[config.mk]
export PLATFORM = sky130hd
export DESIGN_NAME = flag_ctrl
export DESIGN_NICKNAME = d
export VERILOG_FILES = /design/src/rtl/flag_ctrl.sv
export SDC_FILE = /design/constraint.sdc
export NUM_CORES = 1
export LEC_CHECK = 0
export ABC_AREA = 1
export ABC_CLOCK_PERIOD_IN_PS = 1400
export BUFFER_PORTS_ARGS = -buffer_cell sky130_fd_sc_hd__buf_2
export CAP_MARGIN = 40
export CORE_MARGIN = 4
export CORE_UTILIZATION = 28
export CTS_CLUSTER_DIAMETER = 80
export DETAILED_ROUTE_END_ITERATION = 7
export MAX_ROUTING_LAYER = met4
export PLACE_DENSITY = 0.47
export SYNTH_ARGS = -nofsm -noshare
export SYNTH_HDL_FRONTEND = slang
export SYNTH_SLANG_ARGS = --single-unit
[constraint.sdc]
create_clock -name clk -period 1.4 [get_ports clk]
set_input_delay 0.14 -clock clk [delete_from_list [all_inputs] [get_ports clk]]
set_output_delay 0.14 -clock clk [all_outputs]
set_load 0.03 [all_outputs]
[src/rtl/flag_ctrl.sv]
// NVZ condition-flag owner: per-opcode flag-write masks, branch condition evaluation and
// EX->ID flag-hazard handling (ID stall + HOLD by default, forwarding when FLAG_FWD_EN is defined).
module flag_ctrl #(
    parameter int unsigned CNT_W = 16
) (
    input  logic             clk,
    input  logic             rst,
    input  logic             ex_valid,
    input  logic             ex_stall,
    input  logic             ex_flush,
    input  logic [3:0]       ex_opcode,
    input  logic [2:0]       ex_flags,
    input  logic             id_branch,
    input  logic             id_flush,
    input  logic [2:0]       id_ccc,
    output logic             N_flag,
    output logic             V_flag,
    output logic             Z_flag,
    output logic             stall_id,
    output logic             br_valid,
    output logic             br_taken,
    output logic [CNT_W-1:0] stall_cnt
);

    localparam int unsigned OP_W  = 4;
    localparam int unsigned FLG_W = 3;

    localparam logic [OP_W-1:0] OP_ADD = 4'b0000;
    localparam logic [OP_W-1:0] OP_SUB = 4'b0001;
    localparam logic [OP_W-1:0] OP_XOR = 4'b0010;
    localparam logic [OP_W-1:0] OP_SLL = 4'b0100;
    localparam logic [OP_W-1:0] OP_SRA = 4'b0101;
    localparam logic [OP_W-1:0] OP_ROR = 4'b0110;

    localparam logic [FLG_W-1:0] MASK_NVZ  = 3'b111;
    localparam logic [FLG_W-1:0] MASK_Z    = 3'b001;
    localparam logic [FLG_W-1:0] MASK_NONE = 3'b000;
    localparam logic [2:0]       CCC_UN    = 3'b111;

    // Flags written by each opcode, in {N,V,Z} bit order
    function automatic logic [FLG_W-1:0] wr_mask(input logic [OP_W-1:0] op);
        logic [FLG_W-1:0] m;
        case (op)
            OP_ADD, OP_SUB:                 m = MASK_NVZ;
            OP_XOR, OP_SLL, OP_SRA, OP_ROR: m = MASK_Z;
            default:                        m = MASK_NONE;
        endcase
        return m;
    endfunction

    // Branch condition on a {N,V,Z} flag vector
    function automatic logic cond_eval(input logic [2:0] ccc, input logic [FLG_W-1:0] f);
        logic n;
        logic v;
        logic z;
        logic c;
        n = f[2];
        v = f[1];
        z = f[0];
        case (ccc)
            3'b000:  c = !z;
            3'b001:  c = z;
            3'b010:  c = !z && !n;
            3'b011:  c = n;
            3'b100:  c = z || !n;
            3'b101:  c = n || z;
            3'b110:  c = v;
            default: c = 1'b1;
        endcase
        return c;
    endfunction

    logic [FLG_W-1:0] flags_q;
    logic [FLG_W-1:0] mask_c;
    logic [FLG_W-1:0] flags_next_c;
    logic             commit_c;
    logic             writer_c;
    logic             br_live_c;

    assign mask_c       = wr_mask(ex_opcode);
    assign commit_c     = ex_valid && !ex_stall && !ex_flush;
    assign writer_c     = ex_valid && !ex_flush && (mask_c != MASK_NONE);
    assign flags_next_c = (flags_q & ~mask_c) | (ex_flags & mask_c);
    assign br_live_c    = id_branch && !id_flush;

    // Architectural flag register; unmasked bits hold
    always_ff @(posedge clk) begin
        if (rst) begin
            flags_q <= '0;
        end else if (commit_c) begin
            flags_q <= flags_next_c;
        end
    end

    assign N_flag = flags_q[2];
    assign V_flag = flags_q[1];
    assign Z_flag = flags_q[0];

`ifdef FLAG_FWD_EN

    logic [FLG_W-1:0] flags_fwd_c;

    // Uncommitted EX flags overlay the register whenever EX is producing them
    assign flags_fwd_c = (writer_c && !ex_stall) ? flags_next_c : flags_q;

    always_comb begin
        stall_id = 1'b0;
        br_valid = 1'b0;
        br_taken = 1'b0;
        if (!rst) begin
            br_valid = br_live_c;
            br_taken = br_live_c && cond_eval(id_ccc, flags_fwd_c);
        end
    end

    assign stall_cnt = '0;

`else

    typedef enum logic {
        ST_RUN  = 1'b0,
        ST_HOLD = 1'b1
    } state_t;

    state_t state_q;
    state_t state_d;
    logic   hazard_c;

    assign hazard_c = br_live_c && writer_c && (id_ccc != CCC_UN);

    // Next state and same-cycle branch/stall outputs
    always_comb begin
        state_d  = state_q;
        stall_id = 1'b0;
        br_valid = 1'b0;
        br_taken = 1'b0;
        if (!rst) begin
            case (state_q)
                ST_RUN: begin
                    if (hazard_c) begin
                        stall_id = 1'b1;
                        if (commit_c) begin
                            state_d = ST_HOLD;
                        end
                    end else begin
                        br_valid = br_live_c;
                        br_taken = br_live_c && cond_eval(id_ccc, flags_q);
                    end
                end
                ST_HOLD: begin
                    // Held branch resolves on the just-committed flags; no re-stall
                    br_valid = br_live_c;
                    br_taken = br_live_c && cond_eval(id_ccc, flags_q);
                    state_d  = ST_RUN;
                end
                default: state_d = ST_RUN;
            endcase
        end
    end

    always_ff @(posedge clk) begin
        if (rst) begin
            state_q   <= ST_RUN;
            stall_cnt <= '0;
        end else begin
            state_q <= state_d;
            if (stall_id && (stall_cnt != {CNT_W{1'b1}})) begin
                stall_cnt <= stall_cnt + CNT_W'(1);
            end
        end
    end

`endif

endmodule

==> Word level (Yosys, flattened, before mapping) <==
Cells that the tools add are included.
{ "totals": {"word_cells": 64, "inputBits": 17, "reg_bits": 20} }
{ "op_classes": {"reduce_logical": 23, "muxes": 19, "eq_ne": 13, "addsub": 1, "n_bitwise": 5} }
{ "op_table": {"columns": ["cell", "count"], "rows": [
  ["$add 16x1->16 const B", 1],
  ["$ne 16x16->1 const B", 1],
  ["$mux 1", 14],
  ["$eq 4x3->1 const B", 3],
  ["$logic_and 1x1->1", 11],
  ["$eq 3x3->1 const B", 3],
  ["$pmux 1 s7", 1],
  ["$and 3x3->3", 2],
  ["$eq 3x2->1 const B", 2],
  ["$pmux 1 s2", 3],
  ["$pmux 3 s2", 1],
  ["$logic_not 1->1", 5],
  ["$eq 4x1->1 const B", 1],
  ["$eq 4x2->1 const B", 1],
  ["$logic_not 4->1", 1],
  ["$reduce_or 4->1", 1],
  ["$eq 3x1->1 const B", 1],
  ["$logic_not 3->1", 1],
  ["$ne 3x3->1 const B", 1],
  ["$not 3->3", 1],
  ["$or 3x3->3", 1],
  ["$reduce_bool 3->1", 1],
  ["$logic_or 1x1->1", 2],
  ["$reduce_or 2->1", 1],
  ["$not 1->1", 1]
]} }

==> Depth between registers and ports, before layout <==
Gate-level depths: netlist of run 1.
{ "logic_depth": {"word_depth": 14, "depth_mapped": 9, "mapped_depth_nobuf": 9} }

==> Worst setup path before layout of run 1 <==
Ideal clock, no wire load.
{ "synth_path": {"path_kind": "reg-to-reg", "from": "register stall_cnt[1]", "to": "register stall_cnt[15]", "slack_ns": -0.238, "synth_period_minus_slack_ns": 1.638, "required_ns": 1.333, "t_arrival_ns": 1.571, "stages_incl_launch_ff": 9, "path_cell_list": "dfxtp_1 -> ha_1 -> inv_1 -> nor2_4 -> nand4_2 -> nand3_2 -> buf_6 -> nand2_2 -> a21oi_2"} }
{ "synth_between": {"elab_chain_len": 2, "elab_cells_between_ends": 3, "cone_classes": "add/sub (1); eq/ne (1); reduce/logical (1)"} }
{ "synth_lines": {"columns": ["element", "line", "text"], "rows": [
  ["start: declaration", "22", "output logic [CNT_W-1:0] stall_cnt"],
  ["start signal: assignment", "168", "stall_cnt <= stall_cnt + CNT_W'(1);"],
  ["branches (longest 2 deep; another with $add 16x1->16)", null, null]
]} }
Parallel ways; which one is timed is not known.
A chain may end at the register's enable or synchronous reset.

==> Worst setup path after layout of run 1 <==
{ "layout_path": {"from": "register stall_cnt[0]", "to": "register stall_cnt[4]"} }
The elaborated chain is that of the path after synthesis.

==> metrics.md, run 1 <==
| Metric | Value |
|---|---|
| RSZ-0062 raised after global routing | `yes` |
| FP Rows | `24` |
| Post-synth top cells | `54 x nand2_1, 33 x nor2_1, 26 x nand3_1` |
| CTS sink cnt | `20` |
| Routability Congestion | `between 0.7 and 0.8` |
| Clock share of power | `0.411` |
| F_max | `720.8 MHz` |
| Syn nets | `roughly 230` |
| Max IR drop VDD | `between 300 and 400 µV` |
| Clk slew on worst S/H paths | `80 ps` |
| Tightest Pin Transition | `314.0 ps` |
| 1st-iter DRT viols | `83` |
| Final Util | `0.4243` |
| CP Max Fanout | `5` |
| Chip Height | `between 70 and 80 µm` |
| Most used flip-flop cell after synthesis | `dfxtp_1` |
| CTS tree | `built` |
| Setup WS post-layout | `~13 ps` |
| Worst endpoint required time | `roughly 1600 ps` |
| Leak | `between 0.0008 and 0.0009 µW` |
| Synth Warn # | `0` |
| Post-synth top area cell | `dfxtp_1` |
| Area Growth Syn to Fin | `43.66%` |
| WP buf/inv | `0` |
| Crit Path Class | `flop to flop` |
| Via count | `1,503` |
| Sequential-to-total area share from yosys stat | `0.3051` |
| Pwr Density | `roughly 600 mW/mm²` |
| Tcrit/Tclk final | `0.9910` |
| Detail Placement HPWL | `3122 µm` |
| Final Critical Period | `between 1000 and 1500 ps` |
| Avg Cell Area, Syn | `between 6 and 7 µm²` |
| Critical-path cell list | `ha_4 > nand3_4 > nor2_1 > nand4_1 > nand3_1 > nand2_1 > nand2_1 > nor2_1` |
| Worst setup SP type | `flop` |
| Crit end category | `flop` |
| Post-synthesis mux area share | `0` |
| Total die area | `a little under 0.006 mm²` |
| FILL cells | `476` |
| H-Tree Depth | `1` |
| Remaining global-route overflow | `0` |
| Post-Synth Simple-Gate Area | `0.4547` |
| Met3 GRT Util | `0.01891` |
| Post-synth EDFFs | `0` |
| Combinational power share | `0.090` |
| Top-area cell type share of the netlist area | `0.3051` |
| Post-synthesis adder-cell area fraction | `0.009533` |
| Starting density of the core | `0.2953` |
| Root buffer cell | `clkbuf_8` |
| Detailed Routing Iterations Pass 1 | `4` |
| Relative max-transition margin | `0.7899` |
| Longest Clk Path Bufs | `2` |
| # DRC | `0` |
| Distinct cell type count after synthesis | `24` |
| Worst EP arrival | `1560 ps` |
| Crit path max-delay family | `simple AND/OR/NAND/NOR gates` |
| Drt wl/cell | `about 13 µm` |
| Layout cell share with drive strength beyond 1 | `0.3911` |
| Post-synthesis compound-gate area fraction | `0.1030` |
| Worst skew pair latency | `between 200 and 300 ps` |
| Final Hold Fails | `0` |
| Critical path's slowest cell | `dfxtp_4` |
| Hold buffer count at cts | `0` |
| CTS Buf Count | `3` |
| NumNets Final | `290` |
| Largest net degree at the start of global routing | `14` |
| Synth Instances | `about 210` |
| Synth Cell Area | `between 0.001 and 0.0015 mm²` |
| Die Wd | `around 76 µm` |
| Met2 usage | `0.2153` |
| Final slew viol count | `0` |
| # port buffers | `38` |
| Dpl ws | `approximately 8.0 ps` |
| Largest stage delay on the critical path | `between 300 and 400 ps` |
| DRT Wirelength | `between 4000 and 5000 µm` |
| Max Cap Viol | `0` |
| Number of global-route vias before repair | `1,387` |
| Top Ports | `39` |
| Internal | `approximately 860 µW` |
| Most common cell in the synthesized netlist | `nand2_1` |
| Main combinational cell family by area after synthesis | `simple AND/OR/NAND/NOR gates` |
| ANT nets after route | `0` |
| Xor/xnor share of the synthesized area | `0.04004` |
| #FFs+latches synth | `20` |
| Antenna violations before repair | `0` |
| First-pass GRT wire length | `around 6800 µm` |
| All-Layer GR Usage | `0.1467` |
| Hold Path Class | `input port to flop` |
| P_sw | `272.7 µW` |
| Final setup vio count | `0` |
| CORE AREA | `about 0.0044 mm²` |
| GRT met1 Usage | `0.2041` |
| Worst Skew | `4.553 ps` |
| Reg power frac | `0.499` |
| Top cells by area, synth | `dfxtp_1 31%, nand2_1 15%, nand3_1 9.9%` |
| Net Sw Frac | `0.2414` |
| Async set-reset flop share out of synthesis | `0` |
| Vias per cell | `between 4 and 5` |
| Global-route layer with the greatest usage | `met2` |
| Outcome | `complete, no violations` |
| Antenna Cells | `0` |
-- layout by cell type, fill, tap and decap left out --
cell / instances
nand4_1: 6
buf_2: 36
nand3_2: 2
dfxtp_4: 4
ha_4: 1
o21ai_0: 4
dfxtp_1: 2
xnor2_1: 2
a21oi_2: 4
clkbuf_8: 4
nor2_2: 4
a21oi_1: 10
xnor2_2: 1
nand2_2: 4
o21ai_1: 4
xor2_1: 3
nor3_1: 2
nor2_1: 29
nand3_4: 1
nor4_1: 1
a211oi_2: 1
clkbuf_4: 1
nor3_2: 1
inv_1: 24
nor2_4: 4
buf_12: 1
a31oi_1: 1
dfxtp_2: 14
nand2_1: 53
buf_4: 21
nand4_2: 1
buf_6: 1
nand3_1: 24
-- per-stage QoR --
stage	hold WS [ps]	TNS, ps	power, µW	instance area, µm²	std cells
final	53.38	0	1129	1886	323
after global routing	52.79	-673.8	1191	1886	323
after CTS	47.81	-14.35	1151	1794	320
after detailed placement	337.0	0	679.0	1733	316
after global placement	334.3	-18.21	679.9	1733	316
after floorplan	201.7	0	623.8	1348	211
-- power by group through the flow --
stage	Sequential, µW	Clock, µW	Combinational, µW
after global routing	564	513	114
after global placement	581	0	98.8
after floorplan	584	0	40.0
after CTS	568	484	99.4
final	564	464	102
after detailed placement	581	0	97.9
-- routing by layer --
layer  part of all wire  wire length, µm
met1               0.48             1953
met2               0.47             1934
met3              0.035              144
met4              0.013               55
met5                  0                0
-- cells by family after synthesis --
kind of cell    count (synthesis)
simple gates                  132
fa+ha+maj                       1
flops                          20
xor+xnor                        6
buf+inv                        28
compound gates                 24
-- worst reg2reg max path, stage by stage (launching register included) --
cell	delay [ps]
dfxtp_4	380
ha_4	160
nand3_4	80
nor2_1	90
nand4_1	240
nand3_1	200
nand2_1	70
nand2_1	50
nor2_1	30
-- layout make-up --
cell class	instances	area (µm²)	share of cell area
Inverter	24	90.09	0.04778
Timing Repair Buffer	60	376.6	0.1997
Sequential cell	20	432.9	0.2296
Clock buffer	4	55.05	0.02920
Multi-Input combinational cell	163	865.8	0.4592
Tap cell	52	65.06	0.03451
-- path summary, 6_finish.rpt --
| kind | from | end | slack [ps] | cells past startpoint |
|---|---|---|---|---|
| setup / recovery | stall_cnt[0]$_SDFFE_PP0P_ | stall_cnt[4]$_SDFFE_PP0P_ | 10 | 8 |
| hold / removal | ex_stall | state_q$_SDFF_PP0_ | 50 | 2 |
| setup reg to reg | stall_cnt[0]$_SDFFE_PP0P_ | stall_cnt[4]$_SDFFE_PP0P_ | 10 | 8 |
| hold reg to reg | stall_cnt[5]$_SDFFE_PP0P_ | stall_cnt[5]$_SDFFE_PP0P_ | 490 | 2 |
-- timing repair --
| action | 4_1_cts | 5_1_grt |
|---|---|---|
| gates resized for setup | 5 | 21 |
| endpoints found under the setup margin | 2 | 18 |
| endpoints found under the hold margin | 0 | 0 |
| setup buffers | 0 | 3 |
| pin swaps | 1 | 7 |
No activity file was read; power rests on OpenSTA's default activity.
==> run 2: changes to the inputs <==
ABC_CLOCK_PERIOD_IN_PS = 1200   (was 1400)
CORE_UTILIZATION = 46   (was 28)
PLACE_DENSITY = 0.72   (was 0.47)
clock period = 1.2 ns   (was 1.4 ns; I/O delays follow)
==> run 2 against run 1 <==
The flow now finishes with violations (setup timing). Clock-buffer cell count is the same. Wire length grew 46%. Total power grew 7.4%. Hold slack gained 30 ps. Die area shrank 35%. Core utilization grew 45 points. Critical path depth shrank 1. Largest power group unchanged.
==> metrics.md, run 2 (synthesis results as in run 1) <==
| Metric | Value |
|---|---|
| Pwr Density | `509.3 mW/mm² (was 598.9 mW/mm²)` |
| Worst EP arrival | `1720 ps (was 1560 ps)` |
| CTS sink cnt | `20 (unchanged)` |
| Starting density of the core | `0.4801 (was 0.2953)` |
| Levels on crit path | `7 (was 8)` |
| Final setup vio count | `20 (was 0)` |
| Pwr Total | `1213 µW (was 1129 µW)` |
| WP buf/inv | `1 (was 0)` |
| Antenna violations before repair | `0 (unchanged)` |
| Routability Congestion | `0.8561 (was 0.7707)` |
| Critical path's slowest cell | `dfxtp_4 (unchanged)` |
| Crit path max-delay family | `simple AND/OR/NAND/NOR gates (unchanged)` |
| CORE AREA | `0.002734 mm² (was 0.004444 mm²)` |
| Longest Clk Path Bufs | `2 (unchanged)` |
| Placed insts | `312 (was 316)` |
| Violated checks | `setup timing` |
| Outcome | `finished with violations (was complete, no violations)` |
| Total die area | `0.003772 mm² (was 0.005847 mm²)` |
| Root buffer cell | `clkbuf_4 (was clkbuf_8)` |
| Reg power frac | `0.532 (was 0.499)` |
| Commonest non-fill, non-tap cell in the layout | `buf_4 (was nand2_1)` |
| 1st-iter DRT viols | `215 (was 83)` |
| Antenna Cells | `0 (unchanged)` |
| Crit Path Class | `flop to flop (unchanged)` |
| Via count | `1,962 (was 1,503)` |
| First-pass GRT wire length | `7583 µm (was 6810 µm)` |
| Reg2Reg Setup Slack | `-280 ps (was 10 ps)` |
| P_sw | `321.4 µW (was 272.7 µW)` |
| Leak | `0.001078 µW (was 0.0008173 µW)` |
| Largest stage delay on the critical path | `400 ps (was 380 ps)` |
| Clock share of power | `0.347 (was 0.411)` |
| ANT nets after route | `0 (unchanged)` |
| CTS Buf Count | `3 (unchanged)` |
| Worst Skew | `12.41 ps (was 4.553 ps)` |
| Largest net degree at the start of global routing | `15 (was 14)` |
| Hold Path Class | `input port to flop (unchanged)` |
| Setup_tns | `-3336 ps (was 0 ps)` |
| Crit path capture | `stall_cnt[0]$_SDFFE_PP0P_ (was stall_cnt[4]$_SDFFE_PP0P_)` |
| H-Tree Depth | `1 (unchanged)` |
| CTS tree | `built (unchanged)` |
| Top Ports | `39 (unchanged)` |
| Worst hold stages | `3 (was 2)` |
| Clk slew on worst S/H paths | `130 ps (was 80 ps)` |
| RR Startpoint | `stall_cnt[0]$_SDFFE_PP0P_ (unchanged)` |
| Detailed Routing Iterations Pass 1 | `6 (was 4)` |
| Number of global-route vias before repair | `1,707 (was 1,387)` |
| Remaining global-route overflow | `0 (unchanged)` |
| Tcrit/Tclk final | `1.236 (was 0.9910)` |
| RSZ-0062 raised after global routing | `yes (unchanged)` |
| Area Growth Syn to Fin | `81.51% (was 43.66%)` |
| F_max | `674.1 MHz (was 720.8 MHz)` |
| # port buffers | `38 (unchanged)` |
| Die Wd | `61.42 µm (was 76.47 µm)` |
| Final Hold Fails | `0 (unchanged)` |
| Relative max-transition margin | `0.7272 (was 0.7899)` |
| Worst skew pair latency | `320 ps (was 270 ps)` |
| Critical-path cell list | `ha_4 > inv_2 > nor2_4 > nand4_4 > nand3_4 > nand2_2 > a21oi_1 (was ha_4 > nand3_4 > nor2_1 > nand4_1 > nand3_1 > nand2_1 > nand2_1 > nor2_1)` |
| Worst setup SP type | `flop (unchanged)` |
| Drt wl/cell | `17.92 µm (was 12.66 µm)` |
| Dpl ws | `-184.8 ps (was 7.953 ps)` |
| Non-Filler Instances | `332 (was 323)` |
| Crit end category | `flop (unchanged)` |
| Combinational power share | `0.121 (was 0.090)` |
| FP Rows | `19 (was 24)` |
| All-Layer GR Usage | `0.2793 (was 0.1467)` |
| DRT Wirelength | `5951 µm (was 4088 µm)` |
| NumNets Final | `320 (was 290)` |
| CP Max Fanout | `6 (was 5)` |
| Final Critical Period | `1483 ps (was 1387 ps)` |
| Detail Placement HPWL | `2984 µm (was 3122 µm)` |
| Setup WS post-layout | `-283.4 ps (was 12.61 ps)` |
| # DRC | `0 (unchanged)` |
| Chip Height | `61.42 µm (was 76.47 µm)` |
| R2r endpoint | `stall_cnt[0]$_SDFFE_PP0P_ (was stall_cnt[4]$_SDFFE_PP0P_)` |
| Max IR drop VDD | `583.0 µV (was 333.5 µV)` |
| Worst-case reg-to-reg path depth | `7 (was 8)` |
| Critical Path Start | `stall_cnt[0]$_SDFFE_PP0P_ (unchanged)` |
| Max Cap Viol | `0 (unchanged)` |
| FILL cells | `144 (was 476)` |
| Worst endpoint required time | `1430 ps (was 1570 ps)` |
| Tightest Pin Transition | `407.7 ps (was 314.0 ps)` |
| Layout cell share with drive strength beyond 1 | `0.6379 (was 0.3911)` |
| Internal | `891.8 µW (was 856.6 µW)` |
| Final slew viol count | `0 (unchanged)` |
| Net Sw Frac | `0.2649 (was 0.2414)` |
| Vias per cell | `5.910 (was 4.653)` |
| Most frequent cells in the layout | `42 x buf_4, 35 x nand2_1, 33 x buf_2 (was 53 x nand2_1, 36 x buf_2, 29 x nor2_1)` |
## run 2: changes by cell type in the layout (fill, tap and decap cells not counted), moves of 4 or more
| cell | previous run | this run |
|---|---|---|
| dfxtp_4 | 4 | 10 |
| dfxtp_2 | 14 | 10 |
| nand2_1 | 53 | 35 |
| nand2_4 | 0 | 5 |
| nand2_2 | 4 | 17 |
| nor2_1 | 29 | 20 |
| nor2_2 | 4 | 11 |
| nand3_1 | 24 | 9 |
| buf_6 | 1 | 13 |
| a21oi_1 | 10 | 4 |
| nand3_2 | 2 | 16 |
| buf_4 | 21 | 42 |
| a21oi_2 | 4 | 10 |
## run 2: metrics by stage
step	instance area (µm²)	hold WS, ps	util
floorplan	1379	175.1	-
global route	2382	88.36	0.8714
CTS	2182	58.01	0.7982
finish	2382	83.25	0.8714
global placement	1851	309.2	0.6769
detailed placement	1851	303.6	0.6769
## run 2: layout make-up
type | count | area (µm²) | area share
clock buffers | 4 | 36.28 | 0.01523
inverters | 24 | 90.09 | 0.03782
multi-input cells | 164 | 1130 | 0.4743
flip-flops and latches | 20 | 450.4 | 0.1891
well taps | 31 | 38.79 | 0.01628
repair buffers | 89 | 636.9 | 0.2673
## run 2: how the worst min path moves through the flow
stage,slack [ps],endpoint,from
after floorplan,180,stall_cnt[14]$_SDFFE_PP0P_,rst
after global placement,310,state_q$_SDFF_PP0_,ex_stall
after detailed placement,300,state_q$_SDFF_PP0_,ex_stall
after CTS,60,flop,ex_flags[0]
after global routing,90,flop,ex_flags[0]
final,80,flop,ex_flags[0]
## run 2: layer usage
| metal | vias up | track usage | wire (µm) |
|---|---|---|---|
| li1 | 867 | - | - |
| met1 | 903 | 0.3418 | 2173 |
| met2 | 151 | 0.4607 | 2922 |
| met3 | 41 | 0.03564 | 558 |
| met4 | 0 | 0.1182 | 297 |
| met5 | - | - | 0 |
## run 2: tightest hold or removal path, delay by kind of cell
family,cells,cell delay [ps]
buf+inv,1,100
simple gates,1,70
compound gates,1,60
## run 2: timing repair
| action | 4_1_cts | 5_1_grt |
|---|---|---|
| endpoints found under the hold margin | 1 | 0 |
| setup endpoints to repair | 19 | 23 |
| hold buffers | 1 | 0 |
| pin swaps | 35 | 35 |
| resized for setup | 58 | 47 |
| buffers inserted | 7 | 7 |
| gates cloned | 2 | 0 |
## run 2: power groups by stage
| stage | clock network (µW) | registers, µW | logic (µW) |
|---|---|---|---|
| after floorplan | 0 | 668 | 46.7 |
| after global placement | 0 | 664 | 115 |
| after detailed placement | 0 | 664 | 117 |
| after CTS | 416 | 649 | 133 |
| after global routing | 444 | 646 | 159 |
| final | 422 | 645 | 146 |
==> run 3: changes to the inputs <==
ABC_CLOCK_PERIOD_IN_PS = 1300   (was 1200)
clock period = 1.3 ns   (was 1.2 ns; I/O delays follow)
==> run 3 against run 2 <==
The run still ends with setup timing left. Hold slack got worse by 13 ps. Total power down 14%. Non-clock buffer count down 19. Sequential share of layout area is 3.0 points higher. Sequential cell count stayed put. Final cell count fell by 5.7%. First-iteration DRC count shrank 63%. Register-to-register slack gained 190 ps.
==> metrics.md, run 3 (synthesis results as in run 1) <==
| Metric | Value |
|---|---|
| Outcome | `finished with violations (unchanged)` |
| Violated checks | `setup timing (unchanged)` |
| Final Util | `0.7442 (was 0.8714)` |
| Antenna violations before repair | `0 (unchanged)` |
| Chip Height | `61.42 µm (unchanged)` |
| Routability Congestion | `0.8203 (was 0.8561)` |
| # DRC | `0 (unchanged)` |
| Detailed Routing Iterations Pass 1 | `4 (was 6)` |
| ANT nets after route | `0 (unchanged)` |
| Worst endpoint required time | `1520 ps (was 1430 ps)` |
| Max Cap Viol | `0 (unchanged)` |
| Total die area | `0.003772 mm² (unchanged)` |
| RR Startpoint | `stall_cnt[1]$_SDFFE_PP0P_ (was stall_cnt[0]$_SDFFE_PP0P_)` |
| CP Max Fanout | `5 (was 6)` |
| Tcrit/Tclk final | `1.076 (was 1.236)` |
| Largest net degree at the start of global routing | `15 (unchanged)` |
| CTS tree | `built (unchanged)` |
| Final setup vio count | `16 (was 20)` |
| FP Rows | `19 (unchanged)` |
| H-Tree Depth | `1 (unchanged)` |
| Detail Placement HPWL | `2759 µm (was 2984 µm)` |
| Setup WS post-layout | `-98.32 ps (was -283.4 ps)` |
| Antenna Cells | `0 (unchanged)` |
| Worst EP arrival | `1620 ps (was 1720 ps)` |
| Hold Path Class | `input port to flop (unchanged)` |
| Number of global-route vias before repair | `1,451 (was 1,707)` |
| Final slew viol count | `0 (unchanged)` |
| Worst setup SP type | `flop (unchanged)` |
| Longest Clk Path Bufs | `2 (unchanged)` |
| # port buffers | `38 (unchanged)` |
| Final Instance Area | `0.002034 mm² (was 0.002382 mm²)` |
| F_max | `715.1 MHz (was 674.1 MHz)` |
| Max IR drop VDD | `491.2 µV (was 583.0 µV)` |
| Pwr Total | `1046 µW (was 1213 µW)` |
| RSZ-0062 raised after global routing | `yes (unchanged)` |
| FILL cells | `201 (was 144)` |
| Top Ports | `39 (unchanged)` |
| DRT Wirelength | `4208 µm (was 5951 µm)` |
| CTS sink cnt | `20 (unchanged)` |
| CORE AREA | `0.002734 mm² (unchanged)` |
| Drt wl/cell | `13.44 µm (was 17.92 µm)` |
| CP dominant cell by count | `nand2_1` |
| Critical path's slowest cell | `dfxtp_4 (unchanged)` |
| All-Layer GR Usage | `0.2364 (was 0.2793)` |
| Pwr Density | `514.2 mW/mm² (was 509.3 mW/mm²)` |
| Via count | `1,647 (was 1,962)` |
| CTS Buf Count | `3 (unchanged)` |
| Area Growth Syn to Fin | `55.00% (was 81.51%)` |
| Relative max-transition margin | `0.7209 (was 0.7272)` |
| Largest stage delay on the critical path | `390 ps (was 400 ps)` |
| Crit end category | `flop (unchanged)` |
| Critical-path cell list | `ha_4 > nand3_4 > nor2_2 > nand4_1 > nand3_1 > nand2_1 > nand2_1 > nor2_1 (was ha_4 > inv_2 > nor2_4 > nand4_4 > nand3_4 > nand2_2 > a21oi_1)` |
| NumNets Final | `301 (was 320)` |
| Critical Path Start | `stall_cnt[1]$_SDFFE_PP0P_ (was stall_cnt[0]$_SDFFE_PP0P_)` |
| Crit path max-delay family | `simple AND/OR/NAND/NOR gates (unchanged)` |
| Tightest Pin Transition | `417.2 ps (was 407.7 ps)` |
| Crit Path Class | `flop to flop (unchanged)` |
| Most frequent cells in the layout | `47 x nand2_1, 35 x buf_2, 30 x buf_4 (was 42 x buf_4, 35 x nand2_1, 33 x buf_2)` |
| Hold Crit Start | `ex_flags[2] (was ex_flags[0])` |
| Clk slew on worst S/H paths | `130 ps (about the same)` |
| Worst Skew | `11.65 ps (was 12.41 ps)` |
| Commonest non-fill, non-tap cell in the layout | `nand2_1 (was buf_4)` |
| Layout cell share with drive strength beyond 1 | `0.4965 (was 0.6379)` |
| Worst skew pair latency | `320 ps (about the same)` |
| Leak | `0.0008688 µW (was 0.001078 µW)` |
| Starting density of the core | `0.4801 (unchanged)` |
| Area after DPL | `0.001729 mm² (was 0.001851 mm²)` |
| Vias per cell | `5.262 (was 5.910)` |
| Final Hold Fails | `0 (unchanged)` |
| Root buffer cell | `clkbuf_4 (unchanged)` |
| Final Critical Period | `1398 ps (was 1483 ps)` |
| Die Wd | `61.42 µm (unchanged)` |
| Remaining global-route overflow | `0 (unchanged)` |
| 1st-iter DRT viols | `80 (was 215)` |
| WP buf/inv | `0 (was 1)` |
| First-pass GRT wire length | `6444 µm (was 7583 µm)` |
-- run 3: cell types whose count changed in the layout (fill, tap and decap cells not counted), moves of 3 or more --
| cell | previous run | this run |
|---|---|---|
| nand3_2 | 16 | 11 |
| buf_6 | 13 | 4 |
| nor2_2 | 11 | 5 |
| nand2_1 | 35 | 47 |
| nand2_4 | 5 | 0 |
| buf_4 | 42 | 30 |
| nand3_1 | 9 | 14 |
| nand2_2 | 17 | 10 |
| nor2_4 | 6 | 3 |
| nor2_1 | 20 | 29 |
-- run 3: worst register-to-register path: cells and delay by family (launching register included) --
| family | cells | cell delay [ps] |
|---|---|---|
| AND/OR/NAND/NOR | 7 | 740 |
| adder cells (fa/ha/maj) | 1 | 160 |
| flip-flops | 1 | 390 |
-- run 3: routing by layer --
layer / track usage / vias up / wire [µm]
met5: - / - / 0
met4: 0.06061 / 0 / 48
met3: 0.03145 / 9 / 322
met2: 0.3761 / 61 / 2059
met1: 0.3168 / 744 / 1776
li1: - / 833 / -
-- run 3: what timing repair did --
action                                  4_1_cts  5_1_grt
cloned                                        2        0
endpoints found under the setup margin       19       19
buffers inserted                              2        6
gates resized for setup                      37       20
pin swaps                                    19       17
hold endpoints to repair                      1        0
hold buffers                                  1        0
-- run 3: per-stage QoR --
stage | hold WS (ps) | cells | TNS (ps) | setup slack [ps]
2_1_floorplan | 185.1 | 211 | 0 | 0.5838
4_1_cts | 80.58 | 307 | -415.8 | -77.90
3_5_place_dp | 322.9 | 298 | -753.6 | -69.38
3_3_place_gp | 321.9 | 298 | -389.7 | -42.50
6_report | 70.53 | 313 | -987.7 | -98.32
5_1_grt | 97.16 | 313 | -2561 | -243.9
-- run 3: final cells by class --
| class | count | area (µm²) | share of cell area |
|---|---|---|---|
| sequential | 20 | 445.4 | 0.2189 |
| inverter | 24 | 90.09 | 0.04428 |
| timing repair buffer | 70 | 455.4 | 0.2239 |
| tap | 31 | 38.79 | 0.01907 |
| clock inverter | 1 | 3.754 | 0.001845 |
| clock buffer | 3 | 22.52 | 0.01107 |
| multi-input combinational | 164 | 978.4 | 0.4809 |
-- run 3: where the power goes --
group / leakage, µW / internal (µW) / switching, µW
logic: 0.000680 / 51.6 / 67.4
registers: 0.000174 / 598 / 1.93
clock network: 0.0000154 / 113 / 215
-- run 3: path summary, 6_finish.rpt --
kind / end / slack, ps / depth (start not counted)
hold reg to reg: flop / 500 / 2
hold / removal: flop / 70 / 3
setup / recovery: stall_cnt[4]$_SDFFE_PP0P_ / -100 / 8
setup reg to reg: stall_cnt[4]$_SDFFE_PP0P_ / -100 / 8
